File: src/rtl/cpunc_axi_req_arbiter.sv
// Round-robin arbiter that shares the CPUNC AXI master port between N_REQ
// simple request/done requesters. One single-beat word transaction is in
// flight at a time; byte/half accesses are lane-steered on both directions.
module cpunc_axi_req_arbiter #(
  parameter int N_REQ          = 2,
  parameter int AXI_ADDR_WIDTH = 12,
  parameter int AXI_DATA_WIDTH = 32
) (
  input  logic                            CPUNC_ACLK,
  input  logic                            CPUNC_ARESETn,
  input  logic [N_REQ-1:0]                REQ_VALID,
  input  logic [N_REQ-1:0]                REQ_WE,
  input  logic [2*N_REQ-1:0]              REQ_SIZE,
  input  logic [AXI_ADDR_WIDTH*N_REQ-1:0] REQ_ADDR,
  input  logic [32*N_REQ-1:0]             REQ_WDATA,
  output logic [N_REQ-1:0]                REQ_DONE,
  output logic [31:0]                     RSP_RDATA,
  output logic                            RSP_ERR,
  output logic [AXI_ADDR_WIDTH-1:0]       CPUNC_AWADDR,
  output logic                            CPUNC_AWVALID,
  input  logic                            CPUNC_AWREADY,
  output logic [31:0]                     CPUNC_WDATA,
  output logic [3:0]                      CPUNC_WSTRB,
  output logic                            CPUNC_WLAST,
  output logic                            CPUNC_WVALID,
  input  logic                            CPUNC_WREADY,
  input  logic                            CPUNC_BRESP,
  input  logic                            CPUNC_BVALID,
  output logic                            CPUNC_BREADY,
  output logic [AXI_ADDR_WIDTH-1:0]       CPUNC_ARADDR,
  output logic                            CPUNC_ARVALID,
  input  logic                            CPUNC_ARREADY,
  input  logic [31:0]                     CPUNC_RDATA,
  input  logic                            CPUNC_RRESP,
  input  logic                            CPUNC_RLAST,
  input  logic                            CPUNC_RVALID,
  output logic                            CPUNC_RREADY
);

  localparam int IW = $clog2(N_REQ);

  generate
    if (AXI_DATA_WIDTH != 32) begin : g_bad_width
      $error("cpunc_axi_req_arbiter: only AXI_DATA_WIDTH=32 is supported");
    end
  endgenerate

  typedef enum logic [2:0] {S_IDLE, S_ARB_ERR, S_AR, S_R, S_AW_W, S_B, S_DONE} state_t;

  state_t                    state;
  logic [IW-1:0]             ptr, owner;
  logic [1:0]                size_q, off_q;
  logic [N_REQ-1:0]          done_q;

  logic [N_REQ-1:0]          elig;
  logic                      gany;
  logic [IW-1:0]             gidx;
  int                        j;
  logic                      g_we, g_bad;
  logic [1:0]                g_size;
  logic [AXI_ADDR_WIDTH-1:0] g_addr, g_waddr;
  logic [31:0]               g_wdata, g_wlane, rd_lane;
  logic [3:0]                g_strb;
  logic                      aw_fin, w_fin;

  // RLAST carries no information for single-beat reads.
  logic unused_rlast;
  assign unused_rlast = CPUNC_RLAST;

  // The owner of the previous cycle's done pulse sits out one arbitration,
  // since its VALID may drop a cycle late.
  assign elig = REQ_VALID & ~done_q;

  // Round-robin search upward from the pointer, with wrap.
  always_comb begin
    gany = 1'b0;
    gidx = '0;
    j    = 0;
    for (int i = 0; i < N_REQ; i++) begin
      j = int'(ptr) + i;
      if (j >= N_REQ) j = j - N_REQ;
      if (!gany && elig[j]) begin
        gany = 1'b1;
        gidx = IW'(j);
      end
    end
  end

  // Pick the winner's request fields, check alignment and build the write lanes.
  always_comb begin
    g_we    = REQ_WE[gidx];
    g_size  = REQ_SIZE[2*gidx +: 2];
    g_addr  = REQ_ADDR[AXI_ADDR_WIDTH*gidx +: AXI_ADDR_WIDTH];
    g_wdata = REQ_WDATA[32*gidx +: 32];
    g_waddr = {g_addr[AXI_ADDR_WIDTH-1:2], 2'b00};
    g_bad   = (g_size == 2'd3) ||
              (g_size == 2'd1 && g_addr[0]) ||
              (g_size == 2'd2 && g_addr[1:0] != 2'b00);
    case (g_size)
      2'd0:    begin g_wlane = {4{g_wdata[7:0]}};  g_strb = 4'b0001 << g_addr[1:0]; end
      2'd1:    begin g_wlane = {2{g_wdata[15:0]}}; g_strb = 4'b0011 << g_addr[1:0]; end
      default: begin g_wlane = g_wdata;            g_strb = 4'b1111;               end
    endcase
  end

  // Extract and zero-extend the addressed lane of the read beat.
  always_comb begin
    case (size_q)
      2'd0:    rd_lane = {24'b0, CPUNC_RDATA[8*off_q +: 8]};
      2'd1:    rd_lane = {16'b0, off_q[1] ? CPUNC_RDATA[31:16] : CPUNC_RDATA[15:0]};
      default: rd_lane = CPUNC_RDATA;
    endcase
  end

  // A write channel is finished once its VALID is gone or is being accepted now.
  always_comb begin
    aw_fin = !CPUNC_AWVALID || CPUNC_AWREADY;
    w_fin  = !CPUNC_WVALID  || CPUNC_WREADY;
  end

  // Transaction FSM; every output is a flop.
  always_ff @(posedge CPUNC_ACLK or negedge CPUNC_ARESETn) begin
    if (!CPUNC_ARESETn) begin
      state         <= S_IDLE;
      ptr           <= '0;
      owner         <= '0;
      size_q        <= '0;
      off_q         <= '0;
      done_q        <= '0;
      REQ_DONE      <= '0;
      RSP_RDATA     <= '0;
      RSP_ERR       <= 1'b0;
      CPUNC_AWADDR  <= '0;
      CPUNC_AWVALID <= 1'b0;
      CPUNC_WDATA   <= '0;
      CPUNC_WSTRB   <= '0;
      CPUNC_WLAST   <= 1'b0;
      CPUNC_WVALID  <= 1'b0;
      CPUNC_BREADY  <= 1'b0;
      CPUNC_ARADDR  <= '0;
      CPUNC_ARVALID <= 1'b0;
      CPUNC_RREADY  <= 1'b0;
    end else begin
      REQ_DONE <= '0;
      done_q   <= REQ_DONE;
      case (state)
        S_IDLE: if (gany) begin
          owner  <= gidx;
          size_q <= g_size;
          off_q  <= g_addr[1:0];
          ptr    <= (gidx == IW'(N_REQ-1)) ? '0 : gidx + 1'b1;
          if (g_bad) begin
            state <= S_ARB_ERR;
          end else if (g_we) begin
            state         <= S_AW_W;
            CPUNC_AWADDR  <= g_waddr;
            CPUNC_AWVALID <= 1'b1;
            CPUNC_WDATA   <= g_wlane;
            CPUNC_WSTRB   <= g_strb;
            CPUNC_WVALID  <= 1'b1;
            CPUNC_WLAST   <= 1'b1;
          end else begin
            state         <= S_AR;
            CPUNC_ARADDR  <= g_waddr;
            CPUNC_ARVALID <= 1'b1;
          end
        end
        S_ARB_ERR: begin
          RSP_ERR         <= 1'b1;
          RSP_RDATA       <= '0;
          REQ_DONE[owner] <= 1'b1;
          state           <= S_DONE;
        end
        S_AR: if (CPUNC_ARREADY) begin
          CPUNC_ARVALID <= 1'b0;
          CPUNC_RREADY  <= 1'b1;
          state         <= S_R;
        end
        S_R: if (CPUNC_RVALID) begin
          CPUNC_RREADY    <= 1'b0;
          RSP_RDATA       <= rd_lane;
          RSP_ERR         <= CPUNC_RRESP;
          REQ_DONE[owner] <= 1'b1;
          state           <= S_DONE;
        end
        S_AW_W: begin
          if (CPUNC_AWREADY) CPUNC_AWVALID <= 1'b0;
          if (CPUNC_WREADY) begin
            CPUNC_WVALID <= 1'b0;
            CPUNC_WLAST  <= 1'b0;
          end
          if (aw_fin && w_fin) begin
            CPUNC_BREADY <= 1'b1;
            state        <= S_B;
          end
        end
        S_B: if (CPUNC_BVALID) begin
          CPUNC_BREADY    <= 1'b0;
          RSP_ERR         <= CPUNC_BRESP;
          REQ_DONE[owner] <= 1'b1;
          state           <= S_DONE;
        end
        S_DONE:  state <= S_IDLE;
        default: state <= S_IDLE;
      endcase
    end
  end

endmodule

File: config.mk
export PLATFORM = sky130hd
export DESIGN_NAME = cpunc_axi_req_arbiter
export DESIGN_NICKNAME = d
export VERILOG_FILES = /design/src/rtl/cpunc_axi_req_arbiter.sv
export SDC_FILE = /design/constraint.sdc
export NUM_CORES = 1
export LEC_CHECK = 0
export CORE_UTILIZATION = 35
export CTS_CLUSTER_DIAMETER = 200
export CTS_CLUSTER_SIZE = 16
export DETAILED_ROUTE_END_ITERATION = 16
export PLACE_DENSITY = 0.68
export SLEW_MARGIN = 20
export SYNTH_ARGS = -nofsm -noshare
export SYNTH_HDL_FRONTEND = slang
export SYNTH_SLANG_ARGS = --single-unit
File: constraint.sdc
create_clock -name CPUNC_ACLK -period 3.12 [get_ports CPUNC_ACLK]
set_input_delay 0.468 -clock CPUNC_ACLK [delete_from_list [all_inputs] [get_ports CPUNC_ACLK]]
set_output_delay 0.468 -clock CPUNC_ACLK [all_outputs]
set_load 0.02 [all_outputs]
==> impl_metrics.csv, run 1 <==
group,metric,value,unit
synthesis,part_of_the_yosys_area_used_for_sequential_elements,46.3,%
die,fp.dieW,131,µm
synthesis,netlist_area,5790,µm²
die,core,16000,µm²
routing,route.vias.total,5339,
grt,grt_first_pass_wirelength,28.3,mm
timing,tns,0,ps
synthesis,synth_edf_count,0,
die,starting_density,36.2,%
routing,first_iter_violations,317,
status,status,"finished clean",
clock_tree,clock_insertion_delay_worst_skew,350,ps
setup_path,crit_arrival,2660,ps
die,die-area,17000,µm²
grt,globalRouteOverflowTotal,0,
layout,post_route_cells_drive_above_1_share,12.6,%
timing,timing_worst_slew_pin_value,950,ps
job,cap_violations,0,
clock_tree,clk_transition_reported_paths,80,ps
clock_tree,cts_hold_buf,0,
pwr,total_leakage_power,3.84,nW
die,std_cell_rows,46,
synthesis,yosysWarnings,0,
synthesis,synthFlopType,"sky130_fd_sc_hd__dfrtp_1",
routing,postRouteWirelength,18.3,mm
grt,globalRouteTotalUtil,21.8,%
routing,remaining_drc_errors,0,
layout,final_design_area_no_fill,8660,µm²
timing,finalSetupViolCount,0,
layout,final_common_cell,"sky130_fd_sc_hd__clkdlybuf4s50_1",
setup_path,worst_setup_path_end_kind,"flip-flop",
timing,unrepaired_setup_endpoints_after_global_routing,"false",
synthesis,synth_cells,567,
layout,commonest_non_fill_non_tap_cells_in_the_layout,"232 x sky130_fd_sc_hd__clkdlybuf4s50_1, 107 x sky130_fd_sc_hd__dfrtp_1, 97 x sky130_fd_sc_hd__nand2_1, 32 x sky130_fd_sc_hd__o21ai_0, 30 x sky130_fd_sc_hd__mux2_2",
synthesis,yosys_register_bits,107,
timing,timing.fmax,0.414,GHz
setup_path,required,3360,ps
layout,finish.net_count,935,
timing,layout_min_cycle_time,2410,ps
clock_tree,ctsRootBufferMaster,"sky130_fd_sc_hd__clkbuf_16",
timing,fin_worst_skew,7.50,ps
routing,via_per_inst,5.24,
synthesis,postSynth.asyncResetShare,100,%
placed_design,postPlaceCellArea,8370,µm²
placed_design,io_buffers,233,
pwr,vdd_ir_drop_max,387,µV
layout,layout-area-overhead-vs-synth,49.7,%
routing,wire_per_inst,17.9,µm
grt,grt_antenna_before_repair,2,
setup_path,worst-r2r-setup-slack,880,ps
timing,slew_violations,0,
clock_tree,cts-htree-levels,3,
clock_tree,tritoncts,"yes",
clock_tree,postCtsSetupBuffers,0,
placed_design,place_congestion,0.899,
timing,final_hold_viol_count,0,
layout,final_layout_fill_cell_count,1419,
synthesis,post-synth-top-area-cell,"sky130_fd_sc_hd__dfrtp_1",
synthesis,synth_top_cell_area_share,46.3,%
die,die-height,131,µm
grt,maximum_number_of_pins_on_one_net_before_global_route_repair,75,
setup_path,setup.worst_path.start_class,"input port",
setup_path,path_class,"in2reg",
synthesis,avgSynthCellArea,10.2,µm²
grt,first_global_vias,5390,
clock_tree,deepest_clock_path_buffer_count,2,
worst_hold_path,hold_path.class,"in2async",
timing,worst_rel_slew_slack,36.7,%
routing,ant_nets,0,
setup_path,crit_fanout,16,
die,top_level_ports,239,
placed_design,dp_hpwl,14.0,mm
routing,detailedRoute.firstPassIterationCount,8,
clock_tree,numCtsBuffers,9,
clock_tree,postCtsResizedCells,0,
clock_tree,cts_num_sinks,107,
timing,final_min_period_over_clock_period,77.3,%
synthesis,ys_top_cells_by_area,"sky130_fd_sc_hd__dfrtp_1 46%, sky130_fd_sc_hd__nand2_1 6.3%, sky130_fd_sc_hd__mux2_2 5.8%, sky130_fd_sc_hd__mux2_4 5.2%, sky130_fd_sc_hd__mux2i_1 4.8%",
synthesis,netlist-cell-type-count,51,
pwr,power-per-cell-area,867,nW/µm²
## worst max-delay path, stage by stage
cell and delay [ps]:
sky130_fd_sc_hd__clkdlybuf4s50_1 480, sky130_fd_sc_hd__or3b_1 400, sky130_fd_sc_hd__nand2_2 320, sky130_fd_sc_hd__buf_4 240
sky130_fd_sc_hd__buf_4 210, sky130_fd_sc_hd__and4_1 220, sky130_fd_sc_hd__a21oi_1 40, sky130_fd_sc_hd__mux2_2 260
## worst paths after layout
path	startpoint	end	depth (start not counted)
worst max-delay path	REQ_VALID[0]	CPUNC_WDATA[27]	8
worst min-delay path	CPUNC_ARESETn	CPUNC_AWADDR[2]	1
worst max register to register	done_q[0]	CPUNC_WDATA[27]	7
worst min register to register	REQ_DONE[0]	done_q[0]	0
max in group asynchronous	CPUNC_ARESETn	CPUNC_WSTRB[0]	2
min in group CPUNC_ACLK	REQ_DONE[0]	done_q[0]	0
## where the power goes
part	switching, W	total, W	internal, W
logic	0.00190	0.00389	0.00199
clock network	0.000570	0.00113	0.000564
registers	0.000476	0.00249	0.00202
## cells in the mapped netlist (16+ instances only)
cell type / number
sky130_fd_sc_hd__a211oi_1: 17
sky130_fd_sc_hd__mux2_4: 20
sky130_fd_sc_hd__clkbuf_1: 17
sky130_fd_sc_hd__o21ai_0: 32
sky130_fd_sc_hd__mux2_2: 30
sky130_fd_sc_hd__a22o_1: 17
sky130_fd_sc_hd__nor3b_1: 16
sky130_fd_sc_hd__nand2_1: 97
sky130_fd_sc_hd__inv_1: 26
sky130_fd_sc_hd__mux2i_1: 28
sky130_fd_sc_hd__a21oi_1: 17
sky130_fd_sc_hd__dfrtp_1: 107
## per-layer routing
metal / up-vias / global-route usage [%] / part of all wire, %
li1: 2495 / - / -
met1: 2554 / 25.8 / 40
met2: 263 / 37.1 / 48
met3: 27 / 6.92 / 10
met4: 0 / 8.05 / 1.9
met5: - / 0 / 0
## flip-flops by register name, indices dropped and copies added (netlist names), 3 cells and up
signal        flops
CPUNC_ARADDR     10
CPUNC_AWADDR     10
CPUNC_WDATA      32
CPUNC_WSTRB       4
RSP_RDATA        32
state             3
## cells by family after synthesis
| kind of cell | Yosys count | share of synthesized area, % |
|---|---|---|
| other | 1 | 0.0648 |
| multiplexers | 79 | 16.3 |
| AND/OR/NAND/NOR | 177 | 15.2 |
| AO/OA/AOI/OAI | 133 | 16.0 |
| buffers and inverters | 70 | 6.12 |
| flip-flops | 107 | 46.3 |
## metrics by stage
step	hold slack, ps	utilization, %	power [W]	cells	setup slack [ps]
final	224	54.1	0.00751	1019	707
after global routing	312	54.1	0.00800	1019	617
after CTS	284	54.1	0.00758	1018	713
after detailed placement	367	52.3	0.00641	1002	336
after global placement	363	52.3	0.00632	1002	370
after floorplan	172	-	0.00458	570	1130
## cell type report
type	count	area, µm²	share of cell area [%]
multi-input cells	393	2770	32.0
flip-flops and latches	107	2680	30.9
repair buffers	259	2550	29.4
well taps	216	270	3.12
clock buffers	9	225	2.60
inverters	27	101	1.17
clock inverters	7	66.3	0.766
diodes	1	2.50	0.0289
Note: power is estimated with default switching activity, not from simulation.
==> run 2, diff against run 1 <==
- PLACE_DENSITY: 0.68 -> 0.7
- clock period: 3.12 -> 2.1 ns (I/O delays scaled with it)
==> run 2 against run 1 <==
Net effect:
- first-iteration DRC count down 1.3%
- via count up 3.2%
- global-route usage up 1.1 points
- total power up 56%
- wire length up 5.2%
- hold slack better by 170 ps
- clock power up 64%
- utilization up 2.4 points
- design area up 4.4%
- sequential power up 46%
- register-to-register slack worse by 800 ps
- cell count up 3.0%
- critical endpoint is now CPUNC_WDATA[29]
==> impl_metrics.csv, run 2 (synthesis results as in run 1) <==
group,metric,value,unit
layout,layout-area-overhead-vs-synth,56.3,%
grt,grt_antenna_before_repair,0,
placed_design,io_buffers,233,
timing,finalSetupViolCount,0,
layout,post_route_cells_drive_above_1_share,16.5,%
placed_design,place_congestion,0.955,
layout,seq_area,2680,µm²
setup_path,crit-reg2reg-launch,"done_q[0]",
grt,grt_first_pass_wirelength,29.6,mm
setup_path,worst_setup_path_end_kind,"flip-flop",
layout,finish.net_count,969,
clock_tree,numCtsBuffers,9,
die,std_cell_rows,46,
routing,postRouteWirelength,19.2,mm
die,starting_density,36.2,%
layout,multiInputGateArea,2790,µm²
layout,final_layout_fill_cell_count,1400,
grt,first_global_vias,5654,
timing,timing_worst_slew_pin_value,647,ps
clock_tree,clk_transition_reported_paths,70,ps
clock_tree,cts_num_sinks,107,
setup_path,critical_path.reg2reg.endpoint,"CPUNC_WSTRB[0]",
timing,final_hold_viol_count,0,
routing,first_iter_violations,313,
clock_tree,clock_insertion_delay_worst_skew,360,ps
routing,via_per_inst,5.25,
setup_path,worstPathCellList,"clkdlybuf4s50_1, buf_4, nor2_1, nand2_1, and4_1, a21oi_1, mux2_2",
placed_design,dp_hpwl,14.8,mm
routing,route.vias.total,5510,
setup_path,crit_path_start,"REQ_SIZE[0]",
grt,globalRouteOverflowTotal,0,
setup_path,required,2400,ps
status,status,"finished clean",
pwr,power-per-cell-area,1290,nW/µm²
layout,commonest_non_fill_non_tap_cells_in_the_layout,"232 x sky130_fd_sc_hd__clkdlybuf4s50_1, 107 x sky130_fd_sc_hd__dfrtp_1, 97 x sky130_fd_sc_hd__nand2_1, 52 x sky130_fd_sc_hd__buf_4",
die,die-area,17000,µm²
setup_path,critPathBufInv,2,
worst_hold_path,hold-path-endpoint,"done_q[0]",
job,cap_violations,0,
die,top_level_ports,239,
layout,biggestRegsByFlops,"CPUNC_WDATA x32, RSP_RDATA x32",
die,die-height,131,µm
worst_hold_path,hold_depth,0,
layout,fin_cells,1050,
routing,detailedRoute.firstPassIterationCount,5,
routing,maxUsedRoutingLayer,"met4",
routing,remaining_drc_errors,0,
timing,finalHoldWorstSlack,397,ps
setup_path,crit_arrival,2340,ps
setup_path,slowest_stage,"sky130_fd_sc_hd__nor2_1",
worst_hold_path,min-delay-start,"REQ_DONE[0]",
layout,antenna_diode_instance_count,0,
setup_path,crit_fanout,8,
pwr,vdd_ir_drop_max,630,µV
routing,dr_wl_met2,9.54,mm
pwr,total_leakage_power,4.03,nW
clock_tree,tritoncts,"yes",
setup_path,reg2regPathDepth,6,
clock_tree,ctsRootBufferMaster,"sky130_fd_sc_hd__clkbuf_16",
routing,wl_met3,1.57,mm
timing,fin_worst_skew,13.3,ps
setup_path,max_stage_delay,510,ps
grt,maximum_number_of_pins_on_one_net_before_global_route_repair,42,
timing,slew_violations,0,
clock_tree,deepest_clock_path_buffer_count,2,
clock_tree,cts-htree-levels,3,
timing,final_min_period_over_clock_period,97.3,%
setup_path,path_class,"in2reg",
setup_path,setup.worst_path.start_class,"input port",
placed_design,dp.cells,1035,
routing,ant_nets,0,
timing,layout_min_cycle_time,2040,ps
routing,met1_wire_length,7.74,mm
grt,globalRouteTotalUtil,22.9,%
layout,final_common_cell,"sky130_fd_sc_hd__clkdlybuf4s50_1",
pwr,total_power,0.0117,W
die,fp.dieW,131,µm
die,core,16000,µm²
worst_hold_path,hold_path.class,"reg2reg",
setup_path,path_delay_family,"simple AND/OR/NAND/NOR gates",
setup_path,worst-r2r-setup-slack,80,ps
routing,wire_per_inst,18.3,µm
timing,worst_rel_slew_slack,56.7,%
timing,timing.fmax,0.489,GHz
## run 2: where the power goes
part / switching, W / total (W) / internal (W)
sequential: 0.000635 / 0.00363 / 0.00300
combinational: 0.00301 / 0.00620 / 0.00319
clock: 0.000785 / 0.00185 / 0.00107
## run 2: per-layer routing
layer / GRT usage [%] / up-vias
met3: 5.78 / 32
met4: 9.53 / 0
met5: 0 / -
met2: 39.8 / 250
li1: - / 2559
met1: 26.8 / 2669
## run 2: worst reg2reg max path, delay by kind of cell, from the launching register on
kind                   cells  cell delay [ps]
and+or+nand+nor            2              600
muxes                      2              560
DFF                        1              410
AOI/OAI and AO/OA          1              180
buffers and inverters      1              160
## run 2: worst max-delay path by stage
stage	end	cells after the start
2_1_floorplan	CPUNC_WDATA[12]	7
3_3_place_gp	CPUNC_WDATA[16]	7
3_5_place_dp	CPUNC_WDATA[16]	7
4_1_cts	CPUNC_WDATA[16]	7
5_1_grt	CPUNC_WDATA[16]	6
6_report	CPUNC_WDATA[29]	7
## run 2: per-stage QoR
step	cell area, µm²	TNS (ps)	worst slack (ps)	utilization [%]
floorplan	5800	0	180	-
global placement	8690	-13750	-328	54.3
detailed placement	8690	-15750	-346	54.3
CTS	9010	0	13.4	56.3
global route	9040	-6.45	-6.20	56.5
finish	9040	0	55.7	56.5
## run 2: layout make-up
type                            count  share of cell area (%)
Inverter                           27                    1.12
Clock buffer                       10                    2.64
Multi-Input combinational cell    393                    30.9
Sequential cell                   107                    29.6
Clock inverter                      4                   0.844
Timing Repair Buffer              293                    31.9
Tap cell                          216                    2.99
## run 2: repair_timing
action	CTS	global route
gates resized for setup	0	9
buffers inserted	0	0
endpoints found under the hold margin	39	0
endpoints found under the setup margin	0	16
hold buffers	1	0
